--- src/rtl/ex_issue_unit.sv ---
// ex_issue_unit
// Decode/issue stage of the 4-stage 8-bit pipeline (fetch, decode/issue,
// execute, writeback). Decodes one instruction per accept, resolves its
// source operands with EX forwarding and WB bypass, and holds the decoded
// op in a registered ID/EX stage that drives the ALU interface.
//
// Ports:
//   clk, rst_n           rising-edge clock, asynchronous active-low reset
//   instr_valid/instr    instruction from fetch ([7:6] op, [5:4] rd,
//                        [3:2] rs, [3:0] imm4)
//   instr_ready          instruction accepted this cycle when high
//   wb_en/wb_addr/wb_data writeback port into the register file
//   alu_result           current ALU output, used as the EX forwarding source
//   ex_ready             execute stage consumes the issued op this cycle
//   ex_valid             issued op valid
//   alu_ctrl             ALU operation (11 = ADD, 01 = SLL)
//   inp1, inp2           ALU operands
//   ex_rd, ex_wb_en      destination and write-enable of the issued op
//   issue_cnt            number of issued non-NOP ops, wraps at 8 bits
module ex_issue_unit #(
    parameter int DATA_W = 8,
    parameter int REGS   = 4
) (
    input  logic              clk,
    input  logic              rst_n,
    input  logic              instr_valid,
    input  logic [7:0]        instr,
    output logic              instr_ready,
    input  logic              wb_en,
    input  logic [1:0]        wb_addr,
    input  logic [DATA_W-1:0] wb_data,
    input  logic [DATA_W-1:0] alu_result,
    input  logic              ex_ready,
    output logic              ex_valid,
    output logic [1:0]        alu_ctrl,
    output logic [DATA_W-1:0] inp1,
    output logic [DATA_W-1:0] inp2,
    output logic [1:0]        ex_rd,
    output logic              ex_wb_en,
    output logic [7:0]        issue_cnt
);

    typedef enum logic [1:0] {
        OP_NOP  = 2'b00,
        OP_SLL  = 2'b01,
        OP_MOVI = 2'b10,
        OP_ADD  = 2'b11
    } op_e;

    localparam logic [1:0] ALU_ADD = 2'b11;
    localparam logic [1:0] ALU_SLL = 2'b01;

    logic [DATA_W-1:0] regs_q [REGS];

    logic              ex_valid_q,  ex_valid_d;
    logic [1:0]        alu_ctrl_q,  alu_ctrl_d;
    logic [DATA_W-1:0] inp1_q,      inp1_d;
    logic [DATA_W-1:0] inp2_q,      inp2_d;
    logic [1:0]        ex_rd_q,     ex_rd_d;
    logic              ex_wb_en_q,  ex_wb_en_d;
    logic [7:0]        issue_cnt_q, issue_cnt_d;

    op_e               opcode;
    logic [1:0]        rdField;
    logic [1:0]        rsField;
    logic [3:0]        imm4;
    logic              accept;
    logic [DATA_W-1:0] opA;
    logic [DATA_W-1:0] opB;

    assign opcode  = op_e'(instr[7:6]);
    assign rdField = instr[5:4];
    assign rsField = instr[3:2];
    assign imm4    = instr[3:0];

    // A stalled op blocks fetch; an empty or draining stage can take a new one.
    assign instr_ready = !ex_valid_q || ex_ready;
    assign accept      = instr_valid && instr_ready;

    // Operand resolution: the op sitting in EX is newer than anything in
    // writeback, so it is applied last and overrides the WB bypass.
    always_comb begin
        opA = regs_q[rdField];
        opB = regs_q[rsField];
        if (wb_en && (wb_addr == rdField)) begin
            opA = wb_data;
        end
        if (wb_en && (wb_addr == rsField)) begin
            opB = wb_data;
        end
        if (ex_valid_q && ex_wb_en_q && (ex_rd_q == rdField)) begin
            opA = alu_result;
        end
        if (ex_valid_q && ex_wb_en_q && (ex_rd_q == rsField)) begin
            opB = alu_result;
        end
    end

    // ID/EX next state. Without an accept the stage either holds (stall)
    // or empties once execute has taken the op. A NOP is consumed as a
    // bubble and leaves the payload registers untouched.
    always_comb begin
        ex_valid_d  = ex_valid_q;
        alu_ctrl_d  = alu_ctrl_q;
        inp1_d      = inp1_q;
        inp2_d      = inp2_q;
        ex_rd_d     = ex_rd_q;
        ex_wb_en_d  = ex_wb_en_q;
        issue_cnt_d = issue_cnt_q;
        if (accept) begin
            case (opcode)
                OP_ADD, OP_SLL: begin
                    ex_valid_d  = 1'b1;
                    alu_ctrl_d  = (opcode == OP_ADD) ? ALU_ADD : ALU_SLL;
                    inp1_d      = opA;
                    inp2_d      = opB;
                    ex_rd_d     = rdField;
                    ex_wb_en_d  = 1'b1;
                    issue_cnt_d = issue_cnt_q + 8'd1;
                end
                OP_MOVI: begin
                    ex_valid_d  = 1'b1;
                    alu_ctrl_d  = ALU_ADD;
                    inp1_d      = '0;
                    inp2_d      = {{(DATA_W-4){1'b0}}, imm4};
                    ex_rd_d     = rdField;
                    ex_wb_en_d  = 1'b1;
                    issue_cnt_d = issue_cnt_q + 8'd1;
                end
                default: begin
                    ex_valid_d = 1'b0;
                    ex_wb_en_d = 1'b0;
                end
            endcase
        end else if (ex_ready) begin
            ex_valid_d = 1'b0;
        end
    end

    // ID/EX stage register.
    always_ff @(posedge clk or negedge rst_n) begin
        if (!rst_n) begin
            ex_valid_q  <= 1'b0;
            alu_ctrl_q  <= 2'b00;
            inp1_q      <= '0;
            inp2_q      <= '0;
            ex_rd_q     <= 2'b00;
            ex_wb_en_q  <= 1'b0;
            issue_cnt_q <= 8'd0;
        end else begin
            ex_valid_q  <= ex_valid_d;
            alu_ctrl_q  <= alu_ctrl_d;
            inp1_q      <= inp1_d;
            inp2_q      <= inp2_d;
            ex_rd_q     <= ex_rd_d;
            ex_wb_en_q  <= ex_wb_en_d;
            issue_cnt_q <= issue_cnt_d;
        end
    end

    // Register file: writeback is independent of the issue handshake.
    always_ff @(posedge clk or negedge rst_n) begin
        if (!rst_n) begin
            for (int i = 0; i < REGS; i++) begin
                regs_q[i] <= '0;
            end
        end else if (wb_en) begin
            regs_q[wb_addr] <= wb_data;
        end
    end

    assign ex_valid  = ex_valid_q;
    assign alu_ctrl  = alu_ctrl_q;
    assign inp1      = inp1_q;
    assign inp2      = inp2_q;
    assign ex_rd     = ex_rd_q;
    assign ex_wb_en  = ex_wb_en_q;
    assign issue_cnt = issue_cnt_q;

endmodule

--- config.mk ---
export PLATFORM = sky130hd
export DESIGN_NAME = ex_issue_unit
export DESIGN_NICKNAME = d
export VERILOG_FILES = /design/src/rtl/ex_issue_unit.sv
export SDC_FILE = /design/constraint.sdc
export NUM_CORES = 1
export LEC_CHECK = 0
export ABC_AREA = 1
export ABC_CLOCK_PERIOD_IN_PS = 1800
export BUFFER_PORTS_ARGS = -buffer_cell sky130_fd_sc_hd__buf_4
export CORE_MARGIN = 8
export CORE_UTILIZATION = 45
export CTS_CLUSTER_SIZE = 30
export DETAILED_ROUTE_END_ITERATION = 10
export PLACE_DENSITY = 0.64
export SLEW_MARGIN = 40
export SYNTH_ARGS = -nofsm -noshare
export SYNTH_HDL_FRONTEND = slang
export SYNTH_SLANG_ARGS = --single-unit
--- constraint.sdc ---
create_clock -name clk -period 1.8 [get_ports clk]
set_clock_uncertainty 0.1 [all_clocks]
set_input_delay 0.18 -clock clk [delete_from_list [all_inputs] [get_ports clk]]
set_output_delay 0.18 -clock clk [all_outputs]
set_load 0.005 [all_outputs]
==> results of run 1 <==
==> per-stage QoR <==
step / std cells / worst slack (ns)
floorplan: 492 / 0.386
global placement: 648 / 0.263
detailed placement: 648 / 0.210
CTS: 665 / 0.181
global route: 665 / 0.0862
finish: 665 / 0.243
==> repair_timing <==
action / in CTS / in global routing
hold endpoints to repair: 26 / 0
hold buffers: 1 / 0
resized for setup: 0 / 1
endpoints found under the setup margin: 0 / 4
==> flip-flops by register name, indices dropped and copies added, names as in the netlist <==
| signal | count |
|---|---|
| alu_ctrl | 2 |
| ex_rd | 2 |
| ex_valid | 1 |
| ex_wb_en | 1 |
| inp1 | 8 |
| inp2 | 8 |
| issue_cnt | 8 |
| regs_q | 32 |
==> power by group through the flow <==
stage               clock [mW]  combinational, mW  sequential, mW
finish                    1.09               1.19            1.87
global route              1.17               1.36            1.91
CTS                       1.11               1.21            1.87
detailed placement           0               1.20            1.90
global placement             0               1.18            1.88
floorplan                    0              0.664            1.86
==> worst max-delay path, cell delays in order, from the launching register on <==
cell,delay (ns)
sky130_fd_sc_hd__dfrtp_1,0.40
sky130_fd_sc_hd__nand2_1,0.11
sky130_fd_sc_hd__nand2_1,0.11
sky130_fd_sc_hd__nor2_1,0.20
sky130_fd_sc_hd__inv_1,0.23
sky130_fd_sc_hd__a21oi_1,0.20
sky130_fd_sc_hd__nand2_1,0.08
sky130_fd_sc_hd__nand2_1,0.07
==> synthesized netlist by cell type (2+ instances only) <==
cell,instances
sky130_fd_sc_hd__buf_2,6
sky130_fd_sc_hd__nor2_1,14
sky130_fd_sc_hd__buf_4,2
sky130_fd_sc_hd__nand3_1,38
sky130_fd_sc_hd__inv_1,59
sky130_fd_sc_hd__nand2_4,2
sky130_fd_sc_hd__dfrtp_1,62
sky130_fd_sc_hd__o21ai_0,56
sky130_fd_sc_hd__xor2_1,4
sky130_fd_sc_hd__a21oi_1,19
sky130_fd_sc_hd__o211ai_2,4
sky130_fd_sc_hd__nand4_1,4
sky130_fd_sc_hd__o211ai_1,11
sky130_fd_sc_hd__or2_2,3
sky130_fd_sc_hd__nand2_2,2
sky130_fd_sc_hd__inv_2,5
sky130_fd_sc_hd__nand2_1,174
sky130_fd_sc_hd__xnor2_1,4
sky130_fd_sc_hd__a21oi_2,2
sky130_fd_sc_hd__clkbuf_1,8
sky130_fd_sc_hd__buf_6,4
==> layout make-up <==
class,count,area share (%)
well taps,102,2.94
clock buffers,12,3.34
multi-input cells,345,38.3
clock inverters,4,0.518
inverters,65,5.67
repair buffers,75,13.6
flip-flops and latches,62,35.7
==> layer usage <==
metal / global-route usage [%] / wire length, um / vias up
li1: - / - / 1703
met3: 4.42 / 675 / 21
met1: 22.9 / 4350 / 1562
met4: 9.79 / 233 / 0
met2: 30.3 / 4740 / 120
met5: 0 / 0 / -
==> worst min-delay path by stage <==
stage,end,depth (start not counted),slack (ns)
3_3_place_gp,regs_q[19]$_DFFE_PN0P_,1,0.03
4_1_cts,ex_valid$_DFFE_PN0P_,4,0.008
3_5_place_dp,regs_q[27]$_DFFE_PN0P_,1,0.03
6_report,ex_valid$_DFFE_PN0P_,4,0.02
5_1_grt,ex_valid$_DFFE_PN0P_,4,0.05
2_1_floorplan,alu_ctrl[0]$_DFFE_PN0P_,0,-0.22
==> kinds of logic (layout without fill, tap and decap cells) <==
| logic type | after synthesis | count (layout) | synth area share, % |
|---|---|---|---|
| XOR/XNOR | 9 | 9 | 2.41 |
| adder cells (fa/ha/maj) | 1 | 1 | 0.350 |
| buffers and inverters | 85 | 156 | 10.2 |
| flip-flops | 62 | 62 | 43.4 |
| AO/OA/AOI/OAI | 95 | 95 | 15.4 |
| AND/OR/NAND/NOR | 240 | 240 | 28.2 |
==> flow_summary.ini, run 1 <==
[status]
outcome = complete, no violations

[yosys]
netlist_area_um2 = 3580
netlist.top_cell.by_area = sky130_fd_sc_hd__dfrtp_1
synth_enable_flop_cells = 0
synth.net_count = 524
synth-seq-area-share_pct = 43.4
postSynthAreaPerCell_um2 = 7.27
async_flop_share_pct = 100
area_fraction_of_the_dominant_cell_type_after_synthesis_pct = 43.4
synth_area_leaders = sky130_fd_sc_hd__dfrtp_1, sky130_fd_sc_hd__nand2_1, sky130_fd_sc_hd__o21ai_0, sky130_fd_sc_hd__inv_1, sky130_fd_sc_hd__nand3_1
ys.warnings.count = 0
synth-main-ff-cell = sky130_fd_sc_hd__dfrtp_1
cells_after_synth = 492
synthDistinctLibCells = 30
synth_seq_cells = 62

[finish]
antenna_cells = 0
final_util_pct = 56.3
most_common_library_cell_in_the_layout_ignoring_fill_and_taps = sky130_fd_sc_hd__nand2_1
final_design_area_no_fill_um2 = 4350
layout_common_cells = sky130_fd_sc_hd__nand2_1, sky130_fd_sc_hd__buf_4, sky130_fd_sc_hd__dfrtp_1
multiInputGateArea_um2 = 1660
layout.area.seq_um2 = 1550
post_route_cells_drive_above_1_share_pct = 20.1
fin_nets = 590
syn_to_final_growth_pct = 21.5
nFillCells = 737

[critical_path]
critical_path.reg2reg.startpoint = ex_valid$_DFFE_PN0P_
critPathLaunchType = flip-flop
cp_max_fo = 12
timing.rr.end = inp1[3]$_DFFE_PN0P_
timing.critical_path.arrival_ns = 1.74
timing.setup.critical_path_class = reg2reg
cp-end-kind = flip-flop
reg2reg_slack_ns = 0.24
cp-startpoint = ex_valid$_DFFE_PN0P_
crit_end = inp1[3]$_DFFE_PN0P_
worst-r2r-cell-count = 7
critical_path_required_ns = 1.98

[worst_hold_path]
hold_path_class = in2reg
hold_path.startpoint = ex_ready

[placed_design]
place.port_buffers = 61
gpl.final_weighted_congestion = 0.849
detailed_place_hpwl_mm = 7.52
place_area_um2 = 4170

[pwr]
power.ir.vdd_worst_v = 0.000499
p_switching_mw = 1.41
cellInternalPower_mw = 2.74
share_of_power_burned_in_registers_pct = 45.1
fin_total_pwr_mw = 4.15
cellPowerDensity_nw_per_um2 = 955
reported_leakage_power_nw = 2.38
power.share.clock_pct = 26.2
share_comb_of_total_power_pct = 28.8
netSwitchingFraction_pct = 34.1

[clock_network]
numClockSinks = 62
cts_tree = yes
post_cts_buffers = 0
clk_latency_ns = 0.34
cts.reportedPaths.clkPinSlew_ns = 0.07
cts.htree.levels = 3
cts_made_buffers = 9
cts_root_buf = sky130_fd_sc_hd__clkbuf_8
cts.path.max_buffers = 2

[sta]
timing.setup.tns_ns = 0
worst_slew_margin_rel_pct = 59.5
finalCritPeriodShare_pct = 86.5
tightestPinTransition_ns = 0.606
timing.final.crit_period_ns = 1.56
hold_violations = 0
fin_worst_hold_slack_ns = 0.0154
setup_viol_count_final = 0
grt_setup_unrepaired = no
timing.fmax_mhz = 642
final_max_slew_viol_count = 0

[global_routing]
antenna_violations_before_repair = 0
grt_pass1_wl_mm = 16.8
global_route.overflow_total = 0
grt_max_degree = 37
grt_pass1_vias = 3419
grt.total_usage_pct = 18.8

[route]
detail_route.wl_per_cell_um = 15.0
route.detailed.drc = 0
route.vias.total = 3406
count_of_antenna_violating_nets_left_after_detailed_routing = 0
route.detailed.vias_per_inst = 5.12
drt_wl_total_mm = 10.0
drtPass1Iterations = 5
initialDrtViolationCount = 254

[floorplan]
core_region_area_um2 = 7730
ioPinCount = 62
initial_core_utilization_pct = 46.3
die_boundary_width_um = 105
floorplan.die_area_um2 = 11100
placement_rows = 32
die_height_um = 105

[run]
cap_violations = 0
No activity file was read; power rests on OpenSTA's default activity.
==> inputs of run 2 (changes only) <==
--- a/config.mk
+++ b/config.mk
@@ -5,14 +5,12 @@
 export SDC_FILE = /design/constraint.sdc
 export NUM_CORES = 1
 export LEC_CHECK = 0
-export ABC_AREA = 1
-export ABC_CLOCK_PERIOD_IN_PS = 1800
 export BUFFER_PORTS_ARGS = -buffer_cell sky130_fd_sc_hd__buf_4
 export CORE_MARGIN = 8
 export CORE_UTILIZATION = 45
 export CTS_CLUSTER_SIZE = 30
 export DETAILED_ROUTE_END_ITERATION = 10
-export PLACE_DENSITY = 0.64
+export PLACE_DENSITY = 0.67
 export SLEW_MARGIN = 40
 export SYNTH_ARGS = -nofsm -noshare
 export SYNTH_HDL_FRONTEND = slang
==> constraint.sdc (replaced) <==
create_clock -name clk -period 1.3 [get_ports clk]
set_clock_uncertainty 0.1 [all_clocks]
set_input_delay 0.13 -clock clk [delete_from_list [all_inputs] [get_ports clk]]
set_output_delay 0.13 -clock clk [all_outputs]
set_load 0.005 [all_outputs]
==> run 2 against run 1 <==
The run now ends with setup timing left; via count down 16%; critical path depth shrank 3; flip-flop and latch count stayed put; cell count down 23%; sequential share of layout area is 4.0 points lower; setup slack got worse by 0.64 ns; first-iteration DRC count decreased by 24%; clock power increased by 56%; synthesized cell count down 42%; fmax shrank 8.4%; combinational power is 95% higher; power up 62%; largest cell class unchanged.
==> flow_summary.ini, run 2 <==
[global_routing]
antenna_violations_before_repair = 0
grt_max_degree = 63
grt_pass1_vias = 2877
global_route.overflow_total = 0
grt.total_usage_pct = 18.3
grt_pass1_wl_mm = 14.6

[finish]
fin_nets = 442
antenna_cells = 0
post_route_cells_drive_above_1_share_pct = 51.6
final-instance-count-excl-fill = 514
largest-register = regs_q
most_common_library_cell_in_the_layout_ignoring_fill_and_taps = sky130_fd_sc_hd__buf_4
largest_register_ffs = 32
final_design_area_no_fill_um2 = 4900
syn_to_final_growth_pct = 43.4
layout_common_cells = sky130_fd_sc_hd__buf_4, sky130_fd_sc_hd__dfrtp_1, sky130_fd_sc_hd__mux2_2
final_util_pct = 67.2

[yosys]
cells_after_synth = 283
async_flop_share_pct = 100
synth.top_cells.by_count = sky130_fd_sc_hd__dfrtp_1, sky130_fd_sc_hd__mux2_2, sky130_fd_sc_hd__nand2_1, sky130_fd_sc_hd__mux4_2, sky130_fd_sc_hd__o21ai_0
netlist_area_um2 = 3420
synth-main-ff-cell = sky130_fd_sc_hd__dfrtp_1
synth-seq-area-share_pct = 45.4
synth_enable_flop_cells = 0
synth.net_count = 315
main_combinational_cell_family_by_area_after_synthesis = multiplexers
synth_seq_cells = 62
synth_adder_area_share_pct = 0.366
synth_simple_gate_area_share_pct = 11.2
postSynthAreaPerCell_um2 = 12.1
synth.mux.area_fraction_pct = 21.8
synth-xor-area-share_pct = 4.29
area_fraction_of_the_dominant_cell_type_after_synthesis_pct = 45.4
ys.warnings.count = 0
synthDistinctLibCells = 44
synth-compound-area-share_pct = 13.1
synth_area_leaders = sky130_fd_sc_hd__dfrtp_1, sky130_fd_sc_hd__mux2_2, sky130_fd_sc_hd__mux4_2, sky130_fd_sc_hd__nand2_1, sky130_fd_sc_hd__a211o_1
netlist.top_cell.by_area = sky130_fd_sc_hd__dfrtp_1
post-synth-top-count-cell = sky130_fd_sc_hd__dfrtp_1

[sta]
timing.fmax_mhz = 588
worst_slew_margin_rel_pct = 57.7
final_max_slew_viol_count = 0
finalCritPeriodShare_pct = 131
setup_viol_count_final = 33
hold_violations = 0
timing.final.crit_period_ns = 1.70
tightestPinTransition_ns = 0.633
timing.setup.tns_ns = -7.65
grt_setup_unrepaired = yes
postLayoutSetupSlackWorst_ns = -0.400

[clock_network]
cts_root_buf = sky130_fd_sc_hd__clkbuf_8
cts.htree.levels = 3
cts.reportedPaths.clkPinSlew_ns = 0.07
cts_tree = yes
cts_made_buffers = 9
clk_latency_ns = 0.35
numClockSinks = 62
cts.path.max_buffers = 2

[pwr]
cellPowerDensity_nw_per_um2 = 1380
reported_leakage_power_nw = 2.22
power.ir.vdd_worst_v = 0.000907

[placed_design]
place_area_um2 = 4350
placed_cells = 476
detailed_place_hpwl_mm = 6.78
place.port_buffers = 61
gpl.final_weighted_congestion = 0.813

[floorplan]
ioPinCount = 62
core_region_area_um2 = 7290
die_height_um = 103
floorplan.die_area_um2 = 10600
die_boundary_width_um = 103
placement_rows = 31
initial_core_utilization_pct = 46.8

[status]
outcome = complete, but fails checks
failed_checks = setup timing

[route]
route.vias.total = 2860
detail_route.wl_per_cell_um = 18.4
route.detailed.drc = 0
initialDrtViolationCount = 192
drt_wl_total_mm = 9.46
drtPass1Iterations = 4
route.detailed.vias_per_inst = 5.56
count_of_antenna_violating_nets_left_after_detailed_routing = 0

[critical_path]
timing.setup.critical_path_class = reg2reg
slowest_delay_ns = 0.44
crit_chain = xnor2_2 -> or3b_4 -> o21a_1 -> a221o_1
cp_max_fo = 6
timing.critical_path.arrival_ns = 1.84
worst-r2r-cell-count = 4
cpMaxStageDelayCell = sky130_fd_sc_hd__or3b_4
critical_path_required_ns = 1.44
cp-end-kind = flip-flop
critPathLaunchType = flip-flop

[worst_hold_path]
worstHoldPathCells = 3
hold_path_class = in2reg

[run]
cap_violations = 0
-- run 2: cells by family after synthesis --
group	count (synthesis)
and+or+nand+nor	73
DFF	62
AOI/OAI and AO/OA	60
muxes	50
buffers and inverters	22
xor gates and xnor gates	15
adders and majority gates	1
-- run 2: worst paths after layout --
kind | end | slack [ns] | from
max | inp2[1]$_DFFE_PN0P_ | -0.40 | ex_rd[0]$_DFFE_PN0P_
min | inp2[2]$_DFFE_PN0P_ | 0.01 | alu_result[2]
max reg2reg | inp2[1]$_DFFE_PN0P_ | -0.40 | ex_rd[0]$_DFFE_PN0P_
min reg2reg | issue_cnt[7]$_DFFE_PN0P_ | 0.37 | issue_cnt[7]$_DFFE_PN0P_
max in group asynchronous | regs_q[30]$_DFFE_PN0P_ | 0.61 | rst_n
min in group asynchronous | inp2[0]$_DFFE_PN0P_ | 0.22 | rst_n
-- run 2: repair_timing --
item | in CTS | in global routing
hold endpoints to repair | 98 | 0
pin swaps | 17 | 5
gates resized for setup | 23 | 19
hold buffers | 13 | 0
cloned | 1 | 0
buffers inserted | 6 | 5
setup endpoints to repair | 31 | 33
-- run 2: stage by stage --
| stage | setup slack, ns | hold slack, ns | power, mW |
|---|---|---|---|
| 3_5_place_dp | -0.417 | 0.0517 | 4.88 |
| 2_1_floorplan | -0.362 | -0.266 | 3.79 |
| 6_report | -0.400 | 0.0106 | 6.74 |
| 5_1_grt | -0.451 | 0.00989 | 7.08 |
| 3_3_place_gp | -0.355 | 0.0538 | 4.82 |
| 4_1_cts | -0.391 | 0.00234 | 6.71 |
-- run 2: final cells by class --
class / instances / area (um^2)
inverter: 3 / 11.3
fill: 571 / 2390
sequential: 62 / 1550
tap: 99 / 124
clock inverter: 6 / 61.3
multi-input combinational: 199 / 1880
clock buffer: 10 / 138
timing repair buffer: 135 / 1130
-- run 2: critical path: cells and delay by family, from the launching register on --
family	cells	cell delay, ns
AO/OA/AOI/OAI	2	0.49
AND/OR/NAND/NOR	1	0.44
flip-flops	1	0.41
XOR/XNOR	1	0.15
-- run 2: per-layer routing --
layer / share of wire [%] / GRT usage [%] / routed length [um]
met1: 44 / 22.9 / 4140
met2: 49 / 29.7 / 4660
met3: 6.3 / 5.40 / 593
met4: 0.77 / 5.90 / 73
met5: 0 / 0 / 0
-- run 2: report_power, final --
group	total [mW]	leakage (nW)	switching (mW)	internal [mW]
clock network	1.70	0.102	0.774	0.929
registers	2.72	0.747	0.343	2.37
logic	2.32	1.37	0.935	1.39
total	6.74	2.22	2.05	4.69
==> inputs of run 3 (changes only) <==
--- a/config.mk
+++ b/config.mk
@@ -10,6 +10,7 @@
 export CORE_UTILIZATION = 45
 export CTS_CLUSTER_SIZE = 30
 export DETAILED_ROUTE_END_ITERATION = 10
+export HOLD_SLACK_MARGIN = 0.02
 export PLACE_DENSITY = 0.67
 export SLEW_MARGIN = 40
 export SYNTH_ARGS = -nofsm -noshare
==> run 3 against run 2 <==
The flow still finishes with violations (setup timing); register-to-register slack about the same; clock power about the same; combinational power about the same; non-clock buffer count increased by 1; setup slack improved by 0.0028 ns; fmax increased by 0.16%; sequential share of layout area decreased by 0.065 points; power decreased by 0.13%; via count about the same; largest cell class unchanged.
==> flow_summary.ini, run 3 (synthesis results as in run 2) <==
[floorplan]
die_height_um = 103
die_boundary_width_um = 103
core_region_area_um2 = 7290
initial_core_utilization_pct = 46.8
ioPinCount = 62
placement_rows = 31
floorplan.die_area_um2 = 10600

[critical_path]
cp-end-kind = flip-flop
cpMaxStageDelayCell = sky130_fd_sc_hd__or3b_4
critical_path_required_ns = 1.43
timing.critical_path.arrival_ns = 1.83
critPathLaunchType = flip-flop
slowest_delay_ns = 0.44
critical_path.reg2reg.startpoint = ex_rd[0]$_DFFE_PN0P_
timing.setup.critical_path_class = reg2reg
cp_max_fo = 6
cp-startpoint = ex_rd[0]$_DFFE_PN0P_
crit_chain = xnor2_2 -> or3b_4 -> o21a_1 -> a221o_1

[global_routing]
grt_pass1_wl_mm = 14.6
global_route.overflow_total = 0
grt.total_usage_pct = 18.4
antenna_violations_before_repair = 0
grt_pass1_vias = 2880
grt_max_degree = 63

[route]
count_of_antenna_violating_nets_left_after_detailed_routing = 0
route.detailed.drc = 0
drtPass1Iterations = 4
detail_route.wl_per_cell_um = 18.4
route.vias.total = 2862
initialDrtViolationCount = 186
route.detailed.vias_per_inst = 5.56
drt_wl_total_mm = 9.46

[sta]
timing.fmax_mhz = 589
finalCritPeriodShare_pct = 131
fin_worst_hold_slack_ns = 0.0388
grt_setup_unrepaired = yes
timing.final.crit_period_ns = 1.70
worst_slew_margin_rel_pct = 57.7
postLayoutSetupSlackWorst_ns = -0.397
tightestPinTransition_ns = 0.635
final_max_slew_viol_count = 0
timing.setup.tns_ns = -7.61
hold_violations = 0
setup_viol_count_final = 33

[placed_design]
place.port_buffers = 61
place_area_um2 = 4350
gpl.final_weighted_congestion = 0.813
placed_cells = 476
detailed_place_hpwl_mm = 6.78

[finish]
syn_to_final_growth_pct = 43.7
most_common_library_cell_in_the_layout_ignoring_fill_and_taps = sky130_fd_sc_hd__buf_4
antenna_cells = 0
largest_register_ffs = 32
layout_common_cells = sky130_fd_sc_hd__buf_4, sky130_fd_sc_hd__dfrtp_1, sky130_fd_sc_hd__mux2_2
final-instance-count-excl-fill = 515
largest-register = regs_q
final_design_area_no_fill_um2 = 4910
fin_nets = 443
post_route_cells_drive_above_1_share_pct = 51.4

[clock_network]
cts.reportedPaths.clkPinSlew_ns = 0.07
clk_latency_ns = 0.35
cts_root_buf = sky130_fd_sc_hd__clkbuf_8
cts.htree.levels = 3
numClockSinks = 62
cts_made_buffers = 9
cts.path.max_buffers = 2
cts_tree = yes

[worst_hold_path]
hold_path.startpoint = alu_result[3]
hold_path_class = in2reg

[run]
cap_violations = 0

[pwr]
reported_leakage_power_nw = 2.23
power.ir.vdd_worst_v = 0.000907
cellPowerDensity_nw_per_um2 = 1370

[status]
failed_checks = setup timing
outcome = complete, but fails checks
-- run 3: changes by cell type in the layout (fill, tap and decap cells not counted) --
| cell | before | now |
|---|---|---|
| sky130_fd_sc_hd__dlygate4sd3_1 | 13 | 14 |
-- run 3: timing repair --
item	in CTS	in global routing
hold endpoints to repair	100	0
setup endpoints to repair	31	33
cloned	1	0
resized for setup	23	19
setup buffers	6	5
hold buffers	14	0
pin swaps	17	5
-- run 3: final cells by class --
cell class | count | area [um^2]
clock buffer | 10 | 138
clock inverter | 6 | 61.3
fill | 570 | 2380
inverter | 3 | 11.3
multi-input combinational | 199 | 1880
sequential | 62 | 1550
tap | 99 | 124
timing repair buffer | 136 | 1140
-- run 3: routing by layer --
metal / up-vias / track usage (%) / wire length (um)
met3: 9 / 5.40 / 579
met2: 77 / 29.7 / 4660
met5: - / 0 / 0
li1: 1339 / - / -
met4: 0 / 5.90 / 99
met1: 1437 / 23.0 / 4120
-- run 3: stage by stage --
stage / total power [mW] / setup WS (ns) / utilization [%]
floorplan: 3.79 / -0.362 / -
global placement: 4.82 / -0.355 / 59.6
detailed placement: 4.88 / -0.417 / 59.6
CTS: 6.71 / -0.391 / 66.1
global route: 7.08 / -0.451 / 67.3
finish: 6.73 / -0.397 / 67.3
-- run 3: final timing paths --
| kind | endpoint | slack (ns) | cells after the start |
|---|---|---|---|
| setup / recovery | inp2[1]$_DFFE_PN0P_ | -0.40 | 4 |
| hold / removal | inp1[3]$_DFFE_PN0P_ | 0.04 | 3 |
| setup reg to reg | inp2[1]$_DFFE_PN0P_ | -0.40 | 4 |
| hold reg to reg | issue_cnt[7]$_DFFE_PN0P_ | 0.37 | 1 |
| max in group asynchronous | regs_q[30]$_DFFE_PN0P_ | 0.61 | 3 |
| min in group asynchronous | inp2[0]$_DFFE_PN0P_ | 0.22 | 3 |
-- run 3: critical path: cells and delay by family, from the launching register on --
family / cells / cell delay (ns)
xor gates and xnor gates: 1 / 0.15
and+or+nand+nor: 1 / 0.44
AOI/OAI and AO/OA: 2 / 0.49
DFF: 1 / 0.40
-- run 3: where the power goes --
part	leakage, nW	total [mW]	switching [mW]	internal [mW]
Combinational	1.38	2.33	0.936	1.39
Sequential	0.747	2.72	0.342	2.37
Clock	0.102	1.69	0.762	0.929
